### src/rtl/cafe_pkg.sv
// Shared definitions for the coffee-machine controller: state codes, the
// matching state enum, the price-table lookup and the timer sizing rule.
package cafe_pkg;

  // State codes as presented on SAIDA.
  localparam logic [3:0] ST_IDLE   = 4'd0;
  localparam logic [3:0] ST_SELECT = 4'd1;
  localparam logic [3:0] ST_CHECK  = 4'd2;
  localparam logic [3:0] ST_PAY    = 4'd3;
  localparam logic [3:0] ST_ERR    = 4'd4;
  localparam logic [3:0] ST_PRESS  = 4'd5;
  localparam logic [3:0] ST_HEAT   = 4'd6;
  localparam logic [3:0] ST_DONE   = 4'd7;

  typedef enum logic [3:0] {
    S_IDLE   = ST_IDLE,
    S_SELECT = ST_SELECT,
    S_CHECK  = ST_CHECK,
    S_PAY    = ST_PAY,
    S_ERR    = ST_ERR,
    S_PRESS  = ST_PRESS,
    S_HEAT   = ST_HEAT,
    S_DONE   = ST_DONE
  } cafe_state_e;

  // Widest price table accepted: 8 drinks of up to 32-bit prices.
  localparam int unsigned PRICE_TBL_W = 256;

  // Extract entry idx (each w bits wide) from a packed price table.
  function automatic logic [31:0] price_at(input logic [PRICE_TBL_W-1:0] tbl,
                                           input int unsigned idx,
                                           input int unsigned w);
    logic [PRICE_TBL_W-1:0] sh;
    logic [PRICE_TBL_W-1:0] mask;
    sh   = tbl >> (idx * w);
    mask = (PRICE_TBL_W'(1) << w) - PRICE_TBL_W'(1);
    return 32'(sh & mask);
  endfunction

  // Bits needed to hold the largest duration any timed state can load.
  function automatic int unsigned timer_width(input int unsigned a,
                                              input int unsigned b,
                                              input int unsigned c,
                                              input int unsigned d,
                                              input int unsigned e);
    int unsigned m;
    m = a;
    if (b > m) m = b;
    if (c > m) m = c;
    if (d > m) m = d;
    if (e > m) m = e;
    return (m < 2) ? 1 : $clog2(m + 1);
  endfunction

endpackage

### src/rtl/cafe_timer.sv
// Loadable down-counter with a zero flag. Load wins over counting; the
// counter parks at zero until the next load.
module cafe_timer #(
  parameter int unsigned W = 8
) (
  input  logic         clk_i,
  input  logic         rst_ni,
  input  logic         load_i,
  input  logic [W-1:0] load_val_i,
  output logic         zero_o
);

  logic [W-1:0] cnt_q;
  logic [W-1:0] cnt_d;

  // Next count: reload on request, otherwise decrement towards zero.
  always_comb begin
    cnt_d = cnt_q;
    if (load_i) begin
      cnt_d = load_val_i;
    end else if (cnt_q != '0) begin
      cnt_d = cnt_q - W'(1);
    end
  end

  // Count register, cleared by reset.
  always_ff @(posedge clk_i or negedge rst_ni) begin
    if (!rst_ni) cnt_q <= '0;
    else         cnt_q <= cnt_d;
  end

  assign zero_o = (cnt_q == '0);

endmodule

### src/rtl/cafe_ctrl_multi.sv
// Multi-recipe coffee-machine controller: drink selection, sensor check,
// coin payment with refunds, then timed pressurise/heat/dispense.
// Optional feature: define CAFE_TROCO_EN to return excess credit as change
// on DONE entry; without it the excess is absorbed.
// Change output: CHANGE_VALID is a one-cycle strobe qualifying CHANGE_AMT;
// there is no back-pressure, the consumer must take it in that cycle.
module cafe_ctrl_multi
  import cafe_pkg::*;
#(
  parameter int                          N_DRINKS = 4,
  parameter int                          CREDIT_W = 8,
  parameter logic [N_DRINKS*CREDIT_W-1:0] PRICES  = 32'h28_1E_19_14,
  parameter int                          T_SELECT = 1000,
  parameter int                          T_PRESS  = 200,
  parameter int                          T_HEAT   = 500,
  parameter int                          T_DONE   = 300,
  parameter int                          T_ERR    = 300
) (
  input  logic                        CLK,
  input  logic                        RST_N,
  input  logic                        BOTAO_CONFIRMA,
  input  logic                        BOTAO_PROXIMO,
  input  logic                        BOTAO_CANCELA,
  input  logic [1:0]                  SENSOR,
  input  logic                        COIN_VALID,
  input  logic [CREDIT_W-1:0]         COIN_VALUE,
  output logic [3:0]                  SAIDA,
  output logic [$clog2(N_DRINKS)-1:0] SEL,
  output logic [CREDIT_W-1:0]         CREDIT,
  output logic                        CHANGE_VALID,
  output logic [CREDIT_W-1:0]         CHANGE_AMT,
  output logic                        VALVE,
  output logic                        HEATER
);

  localparam int SW = $clog2(N_DRINKS);
  localparam int unsigned TW = timer_width(T_HEAT * N_DRINKS, T_SELECT, T_PRESS, T_DONE, T_ERR);

  logic [3:0]          state_q, state_d;
  logic [SW-1:0]       sel_q, sel_d;
  logic [CREDIT_W-1:0] credit_q, credit_d;
  logic                chg_v_q, chg_v_d;
  logic [CREDIT_W-1:0] chg_amt_q, chg_amt_d;
  logic                valve_q, heater_q;

  logic                tmr_load;
  logic [TW-1:0]       tmr_val;
  logic                tmr_zero;

  logic [CREDIT_W-1:0] price_sel;
  logic [CREDIT_W:0]   sum_w;
  logic [CREDIT_W-1:0] coin_sum;
  logic [CREDIT_W-1:0] refund;

  assign price_sel = CREDIT_W'(price_at(PRICE_TBL_W'(PRICES), 32'(sel_q), CREDIT_W));
  assign sum_w     = {1'b0, credit_q} + {1'b0, COIN_VALUE};
  assign coin_sum  = sum_w[CREDIT_W] ? '1 : sum_w[CREDIT_W-1:0];
  // A coin arriving with cancel is part of what gets handed back.
  assign refund    = COIN_VALID ? coin_sum : credit_q;

  cafe_timer #(.W(TW)) u_timer (
    .clk_i      (CLK),
    .rst_ni     (RST_N),
    .load_i     (tmr_load),
    .load_val_i (tmr_val),
    .zero_o     (tmr_zero)
  );

  // Next-state, selection, credit, change and timer-load decisions.
  always_comb begin
    state_d   = state_q;
    sel_d     = sel_q;
    credit_d  = credit_q;
    chg_v_d   = 1'b0;
    chg_amt_d = '0;
    tmr_load  = 1'b0;
    tmr_val   = '0;
    case (state_q)
      ST_IDLE: begin
        credit_d = '0;
        if (BOTAO_CONFIRMA) begin
          state_d  = ST_SELECT;
          sel_d    = '0;
          tmr_load = 1'b1;
          tmr_val  = TW'(T_SELECT - 1);
        end
      end
      ST_SELECT: begin
        if (BOTAO_CANCELA) begin
          state_d = ST_IDLE;
        end else if (BOTAO_CONFIRMA) begin
          state_d = ST_CHECK;
        end else if (BOTAO_PROXIMO) begin
          sel_d    = (sel_q == SW'(N_DRINKS - 1)) ? '0 : sel_q + SW'(1);
          tmr_load = 1'b1;
          tmr_val  = TW'(T_SELECT - 1);
        end else if (tmr_zero) begin
          state_d = ST_IDLE;
        end
      end
      ST_CHECK: begin
        if (BOTAO_CANCELA) begin
          state_d = ST_IDLE;
        end else if (SENSOR == 2'b10) begin
          state_d  = ST_PAY;
          tmr_load = 1'b1;
          tmr_val  = TW'(T_SELECT - 1);
        end else if (SENSOR == 2'b11) begin
          state_d = ST_IDLE;
        end
      end
      ST_PAY: begin
        if (BOTAO_CANCELA) begin
          state_d  = ST_IDLE;
          credit_d = '0;
          if (refund != '0) begin
            chg_v_d   = 1'b1;
            chg_amt_d = refund;
          end
        end else if (COIN_VALID) begin
          credit_d = coin_sum;
          tmr_load = 1'b1;
          if (coin_sum >= price_sel) begin
            state_d = ST_PRESS;
            tmr_val = TW'(T_PRESS - 1);
          end else begin
            tmr_val = TW'(T_SELECT - 1);
          end
        end else if (credit_q >= price_sel) begin
          state_d  = ST_PRESS;
          tmr_load = 1'b1;
          tmr_val  = TW'(T_PRESS - 1);
        end else if (tmr_zero) begin
          if (credit_q == '0) begin
            state_d = ST_IDLE;
          end else begin
            state_d   = ST_ERR;
            chg_v_d   = 1'b1;
            chg_amt_d = credit_q;
            credit_d  = '0;
            tmr_load  = 1'b1;
            tmr_val   = TW'(T_ERR - 1);
          end
        end
      end
      ST_ERR: begin
        if (tmr_zero) state_d = ST_IDLE;
      end
      ST_PRESS: begin
        if (tmr_zero) begin
          state_d  = ST_HEAT;
          tmr_load = 1'b1;
          tmr_val  = TW'(T_HEAT) * (TW'(sel_q) + TW'(1)) - TW'(1);
        end
      end
      ST_HEAT: begin
        if (tmr_zero) begin
          state_d  = ST_DONE;
          credit_d = credit_q - price_sel;
          tmr_load = 1'b1;
          tmr_val  = TW'(T_DONE - 1);
`ifdef CAFE_TROCO_EN
          if (credit_q > price_sel) begin
            chg_v_d   = 1'b1;
            chg_amt_d = credit_q - price_sel;
          end
`endif
        end
      end
      ST_DONE: begin
        if (tmr_zero) begin
          state_d  = ST_IDLE;
          credit_d = '0;
        end
      end
      default: begin
        state_d  = ST_IDLE;
        credit_d = '0;
      end
    endcase
  end

  // Registered state and outputs; actuators follow the state being entered.
  always_ff @(posedge CLK or negedge RST_N) begin
    if (!RST_N) begin
      state_q   <= ST_IDLE;
      sel_q     <= '0;
      credit_q  <= '0;
      chg_v_q   <= 1'b0;
      chg_amt_q <= '0;
      valve_q   <= 1'b0;
      heater_q  <= 1'b0;
    end else begin
      state_q   <= state_d;
      sel_q     <= sel_d;
      credit_q  <= credit_d;
      chg_v_q   <= chg_v_d;
      chg_amt_q <= chg_amt_d;
      valve_q   <= (state_d == ST_PRESS) || (state_d == ST_HEAT);
      heater_q  <= (state_d == ST_HEAT);
    end
  end

  assign SAIDA        = state_q;
  assign SEL          = sel_q;
  assign CREDIT       = credit_q;
  assign CHANGE_VALID = chg_v_q;
  assign CHANGE_AMT   = chg_amt_q;
  assign VALVE        = valve_q;
  assign HEATER       = heater_q;

endmodule

### config.mk
export PLATFORM = sky130hd
export DESIGN_NAME = cafe_ctrl_multi
export DESIGN_NICKNAME = d
export VERILOG_FILES = /design/src/rtl/cafe_pkg.sv /design/src/rtl/cafe_timer.sv /design/src/rtl/cafe_ctrl_multi.sv
export SDC_FILE = /design/constraint.sdc
export NUM_CORES = 1
export LEC_CHECK = 0
export CAP_MARGIN = 20
export CORE_ASPECT_RATIO = 1.25
export CORE_UTILIZATION = 56
export CTS_BUF_LIST = sky130_fd_sc_hd__clkbuf_4 sky130_fd_sc_hd__clkbuf_8 sky130_fd_sc_hd__clkbuf_16
export CTS_CLUSTER_DIAMETER = 60
export DETAILED_ROUTE_END_ITERATION = 12
export PLACE_DENSITY = 0.92
export SYNTH_ARGS = -nofsm -noshare
export SYNTH_HDL_FRONTEND = slang
export SYNTH_SLANG_ARGS = --single-unit
### constraint.sdc
create_clock -name CLK -period 4.1 [get_ports CLK]
set_input_delay 0.82 -clock CLK [delete_from_list [all_inputs] [get_ports CLK]]
set_output_delay 0.82 -clock CLK [all_outputs]
set_load 0.05 [all_outputs]
==> results.json, run 1 <==
{
  "wl_per_cell_um": 17.9,
  "die_h_um": 85.7,
  "syn_to_final_growth_pct": 23.9,
  "synth_fa_ha_area_share_pct": 13.3,
  "synth_area_um2": 3140,
  "finalCritPeriodShare_pct": 96.0,
  "slew_viol_final": 0,
  "synth-main-ff-cell": "dfrtp_1",
  "pwr-share-seq_pct": 39.7,
  "cts-htree-levels": 2,
  "die_area_um2": 5910,
  "grt_use_total_pct": 31.9,
  "die_x_um": 69.0,
  "power_density_nw_per_um2": 292,
  "worstMarginPinSlew_ps": 840,
  "setup_tns_ps": 0,
  "grt_pass1_wl_mm": 14.2,
  "core_um2": 5410,
  "nets": 485,
  "hp-class": "reg2reg",
  "ioPinCount": 41,
  "start_kind": "input port",
  "start_util_pct": 58.1,
  "hold_viol_final": 0,
  "min_period_ps": 3940,
  "synth_mux_area_share_pct": 1.31,
  "yosysWarnings": 0,
  "endpoint_kind": "register",
  "gp_congestion": 0.911,
  "grt_max_degree": 37,
  "synth-simple-area-share_pct": 24.0,
  "post-dp-hpwl_mm": 6.65,
  "grt_antenna_before_repair": 0,
  "critPathMaxFanout": 3,
  "drt-pass1-iter-count": 7,
  "cts_made_buffers": 5,
  "postRouteAntennaNets": 0,
  "synthCells": 377,
  "fmax_mhz": 254,
  "pre_cts_slack_ps": -350,
  "setup_violations": 0,
  "path_class": "in2reg",
  "num_vias": 3210,
  "hold_slack_ps": 556,
  "cts_sinks": 36,
  "grt_pass1_vias": 3115,
  "switching_share_pct": 37.2,
  "fin_util_pct": 72.0,
  "syn_nets": 424,
  "hold_buffers": 0,
  "cts_tree": "done",
  "clk_latency_ps": 290,
  "overflow": 0,
  "vdd_drop_max_mv": 0.138,
  "dr.first_iter.drc_count": 319,
  "ys_ff_latch": 36,
  "wl_mm": 9.01,
  "cts_root_buffer": "clkbuf_8",
  "drcViolationCount": 0,
  "worst_slack_ps": 164,
  "fin_worst_skew_ps": 7.38,
  "p_comb_share_pct": 38.2,
  "vias_per_cell": 6.39,
  "synth_xor_area_share_pct": 5.30,
  "avgSynthCellArea_um2": 8.33,
  "synth_compound_area_share_pct": 23.0,
  "slowest_stage": "or4_4",
  "required_ps": 4260,
  "power.switching_w": 0.000423,
  "io_buffers": 40,
  "outcome": "complete, no violations",
  "path_cells": "clkdlybuf4s50_1 > buf_4 > ha_1 > a211oi_1 > o31ai_2 > xnor2_1 > nand2b_1 > ha_4 > a21oi_1 > nand2_1 > or4_4 > o31ai_4 > and2_4 > nor3b_1",
  "async_reset_ff_share_pct": 100,
  "ys_seq_area_share_pct": 28.7,
  "clkSlewWorstSetupHoldPaths_ps": 80,
  "cp_data_arrival_time_ps": 4090,
  "p_int_w": 0.000713,
  "relSlewSlack_pct": 44.0,
  "diodes": 0,
  "synth_edf_count": 0,
  "drv_cap": 0,
  "synth_top_family_by_area": "simple AND/OR/NAND/NOR gates",
  "ys_types": 63,
  "leakage_nw": 1.73,
  "std_cell_rows": 30,
  "crit_path_max_incr_delay_ps": 570,
  "power_frac_clock_pct": 22.1,
  "clock_path_buffers": 2,
  "drive_gt1_share_pct": 12.3
}
## sequential cells by signal, summed over array words and instances (netlist names)
register / count
SEL: 2
SAIDA: 4
CHANGE_AMT: 8
VALVE: 1
CREDIT: 8
u_timer.cnt_q: 11
HEATER: 1
CHANGE_VALID: 1
## path summary, 6_finish.rpt
check,slack [ps],cells past startpoint,end,start
setup / recovery,160,14,HEATER,COIN_VALUE[1]
hold / removal,560,2,u_timer.cnt_q[1],u_timer.cnt_q[1]
setup reg to reg,620,15,HEATER,CREDIT[0]
hold reg to reg,560,2,u_timer.cnt_q[1],u_timer.cnt_q[1]
max in group asynchronous,2940,1,CHANGE_AMT[1],RST_N
min in group asynchronous,630,1,SAIDA[2],RST_N
## per-stage QoR
step                      total power (W)  area (µm²)  instances
final                             0.00114        3890        502
after floorplan                  0.000744        3140        377
after global placement           0.000851        3740        494
after global routing              0.00120        3890        502
after detailed placement         0.000871        3740        494
after CTS                         0.00112        3840        501
## layout by cell type, fill, tap and decap left out, drive strengths merged, types with 4 or more instances in the layout
master / instances
o21ai: 23
nand2b: 4
a21o: 7
nor2b: 6
xnor2: 11
o211ai: 7
o31ai: 7
a31oi: 4
nor3: 8
ha: 27
nor4: 4
nand3: 13
or2: 4
or4: 6
xor2: 8
clkbuf: 6
a22oi: 4
dfrtp: 36
o22ai: 5
or3: 4
buf: 27
nor2: 46
clkdlybuf4s50: 39
a211o: 4
fa: 4
a21oi: 26
inv: 20
nand2: 32
## synthesized netlist by cell type, types with 2 or more instances
cell type / n / area (µm²)
nor2_1: 46 / 173
dfrtp_1: 36 / 901
nand2_1: 32 / 120
ha_1: 27 / 338
a21oi_1: 25 / 125
inv_1: 20 / 75.1
o21ai_0: 19 / 95.1
nand3_1: 13 / 65.1
xnor2_1: 11 / 96.3
nor3_1: 8 / 40.0
xor2_1: 8 / 70.1
a21o_1: 7 / 52.6
o211ai_1: 7 / 52.6
nor2b_1: 6 / 37.5
o31ai_1: 6 / 45.0
buf_2: 5 / 25.0
clkbuf_1: 5 / 18.8
o22ai_1: 5 / 31.3
or4_1: 5 / 37.5
a211o_1: 4 / 35.0
a22oi_1: 4 / 30.0
fa_1: 4 / 80.1
nand2b_1: 4 / 25.0
o21ai_1: 4 / 20.0
or3_1: 4 / 25.0
a221oi_1: 3 / 26.3
a31oi_1: 3 / 18.8
and2_1: 3 / 18.8
and3_1: 3 / 18.8
mux2i_1: 3 / 30.0
nand3b_1: 3 / 22.5
nand4_1: 3 / 18.8
nor3b_1: 3 / 22.5
nor4_1: 3 / 18.8
or2_2: 3 / 18.8
a211oi_1: 2 / 15.0
nor4bb_1: 2 / 20.0
o21a_1: 2 / 15.0
o21bai_1: 2 / 15.0
## routing by layer
layer / vias up / global-route usage [%] / part of all wire [%]
met5: - / 0 / 0
met4: 0 / 17.8 / 3.6
met3: 42 / 6.65 / 6.1
met2: 175 / 53.2 / 52
met1: 1503 / 36.7 / 38
li1: 1490 / - / -
## logic make-up after synthesis
logic type      count (synthesis)
simple gates                  148
compound gates                106
flops                          36
buf+inv                        32
fa+ha+maj                      31
xor+xnor                       19
mux                             4
other cells                     1
## power by group through the flow
stage	sequential, W	clock (W)	combinational (W)
after floorplan	0.000460	0	0.000284
final	0.000451	0.000251	0.000434
after global routing	0.000459	0.000266	0.000477
after CTS	0.000449	0.000251	0.000422
after detailed placement	0.000455	0	0.000415
after global placement	0.000453	0	0.000398
## timing repair
action | 4_1_cts | 5_1_grt
buffers inserted | 0 | 1
resized for setup | 2 | 9
pin swaps | 1 | 5
endpoints found under the setup margin | 4 | 6
## final cells by class
cell class / count / area [µm²]
clock buffers: 6 / 76.3
clock inverters: 1 / 5.00
fillers: 409 / 1510
inverters: 20 / 75.1
multi-input cells: 309 / 2160
flip-flops and latches: 36 / 901
well taps: 64 / 80.1
repair buffers: 66 / 591
## worst max-delay path: cells and delay by family
family | cells | cell delay, ps
fa+ha+maj | 2 | 540
xor+xnor | 1 | 260
compound gates | 4 | 810
buf+inv | 2 | 630
simple gates | 5 | 1020
Note: power is estimated with default switching activity, not from simulation.
==> run 2, diff against run 1 <==
- CORE_MARGIN: unset -> 8
- GPL_ROUTABILITY_DRIVEN: unset -> 0
==> run 2 against run 1 <==
Compared with the run above: count of clock-buffer cells in the layout grew 1; maximum frequency down 1.3%; power rose by 9.2%; largest power group unchanged.
==> results.json, run 2 (synthesis gave the netlist of run 1 again) <==
{
  "io_buffers": 40,
  "grt_use_total_pct": 22.3,
  "critPathMaxFanout": 5,
  "overflow": 0,
  "power.switching_w": 0.000435,
  "hold_buffers": 0,
  "grtUsageMet3_pct": 5.15,
  "nets": 486,
  "hp-class": "reg2reg",
  "dr.first_iter.drc_count": 224,
  "grt_pass1_vias": 3275,
  "clk_latency_ps": 300,
  "cp_data_arrival_time_ps": 4150,
  "top_usage_layer": "met2",
  "vdd_drop_max_mv": 0.173,
  "p_int_w": 0.000806,
  "worstMarginPinSlew_ps": 821,
  "vias_per_cell": 6.43,
  "hold_slack_ps": 557,
  "leakage_nw": 1.74,
  "fin_worst_skew_ps": 4.78,
  "met2_usage_pct": 41.5,
  "use_met1_pct": 22.4,
  "clkSlewWorstSetupHoldPaths_ps": 70,
  "hold_viol_final": 0,
  "die_x_um": 83.0,
  "fin_area_um2": 3910,
  "required_ps": 4260,
  "min_period_ps": 3990,
  "cts_tree": "done",
  "die_area_um2": 8280,
  "wl_per_cell_um": 18.5,
  "cts_made_buffers": 5,
  "grt_max_degree": 37,
  "drv_cap": 0,
  "drt-pass1-iter-count": 5,
  "switching_share_pct": 35.1,
  "num_vias": 3242,
  "post-dp-hpwl_mm": 7.02,
  "p_comb_share_pct": 35.4,
  "start_kind": "input port",
  "endpoint_kind": "register",
  "postRouteAntennaNets": 0,
  "cts-htree-levels": 2,
  "wl_mm": 9.35,
  "cts_sinks": 36,
  "placed_cell_area_um2": 3740,
  "pre_cts_slack_ps": -304,
  "finalCritPeriodShare_pct": 97.3,
  "clock_path_buffers": 2,
  "start_util_pct": 57.7,
  "final_cell_mix": "nor2_1 (45), clkdlybuf4s50_1 (39), dfrtp_1 (36)",
  "syn_to_final_growth_pct": 24.6,
  "power_frac_clock_pct": 28.1,
  "pwr-share-seq_pct": 36.6,
  "ioPinCount": 41,
  "power_density_nw_per_um2": 317,
  "die_h_um": 99.7,
  "slew_viol_final": 0,
  "path_class": "in2reg",
  "std_cell_rows": 30,
  "core_um2": 5440,
  "drive_gt1_share_pct": 12.3,
  "grt_antenna_before_repair": 0,
  "largest_register_ffs": 11,
  "setup_violations": 0,
  "grt_pass1_wl_mm": 15.3,
  "fmax_mhz": 251,
  "diodes": 0,
  "drcViolationCount": 0,
  "max_flop_register": "u_timer.cnt_q",
  "outcome": "complete, no violations",
  "relSlewSlack_pct": 45.3,
  "cts_root_buffer": "clkbuf_8",
  "worst_slack_ps": 112,
  "final_common_cell": "nor2_1"
}
==> run 2: critical path, stage by stage <==
cell and delay (ps):
clkdlybuf4s50_1 410, ha_1 230, fa_2 350, a21o_1 170
a21oi_2 170, o21ai_2 120, nor2_1 160, inv_1 80
ha_1 270, o21ai_0 130, o21ai_0 90, o2111a_1 150
or4_4 530, o31ai_2 230, and2_4 180, nor3b_1 50
==> run 2: per-stage QoR <==
step | util, % | total power, W | TNS, ps | instances
2_1_floorplan | - | 0.000744 | 0 | 377
6_report | 71.9 | 0.00124 | 0 | 504
4_1_cts | 71.1 | 0.00122 | 0 | 502
3_5_place_dp | 68.7 | 0.000873 | -1490 | 493
5_1_grt | 71.9 | 0.00131 | -54.1 | 504
3_3_place_gp | 68.7 | 0.000848 | -686 | 493
==> run 2: worst paths after layout <==
| check | from | end | slack, ps | cells after the start |
|---|---|---|---|---|
| max in group asynchronous | RST_N | u_timer.cnt_q[3] | 2970 | 1 |
| max | COIN_VALUE[0] | HEATER | 110 | 16 |
| max reg2reg | CREDIT[0] | HEATER | 550 | 15 |
| min in group asynchronous | RST_N | u_timer.cnt_q[10] | 620 | 1 |
| min | u_timer.cnt_q[1] | u_timer.cnt_q[1] | 560 | 2 |
| min reg2reg | u_timer.cnt_q[1] | u_timer.cnt_q[1] | 560 | 2 |
==> run 2: area by class of cell <==
class	count	area [µm²]
flip-flops and latches	36	901
fillers	367	1530
well taps	64	80.1
clock buffers	7	96.3
multi-input cells	309	2130
repair buffers	67	598
clock inverters	1	30.0
inverters	20	75.1
==> run 2: repair_timing <==
item | 4_1_cts | 5_1_grt
endpoints found under the setup margin | 1 | 6
setup buffers | 1 | 2
pin swaps | 1 | 2
gates cloned | 0 | 0
gates resized for setup | 0 | 7
==> run 2: layer usage <==
layer | vias to the layer above | share of wire [%]
met4 | 0 | 4.0
met5 | - | 0
li1 | 1493 | -
met1 | 1520 | 36
met2 | 186 | 52
met3 | 43 | 8.2
==> run 2: power by group through the flow <==
| stage | combinational (W) | clock (W) | sequential [W] |
|---|---|---|---|
| after floorplan | 0.000284 | 0 | 0.000460 |
| after global placement | 0.000397 | 0 | 0.000452 |
| after detailed placement | 0.000416 | 0 | 0.000458 |
| after CTS | 0.000427 | 0.000347 | 0.000451 |
| after global routing | 0.000483 | 0.000364 | 0.000458 |
| final | 0.000439 | 0.000348 | 0.000453 |
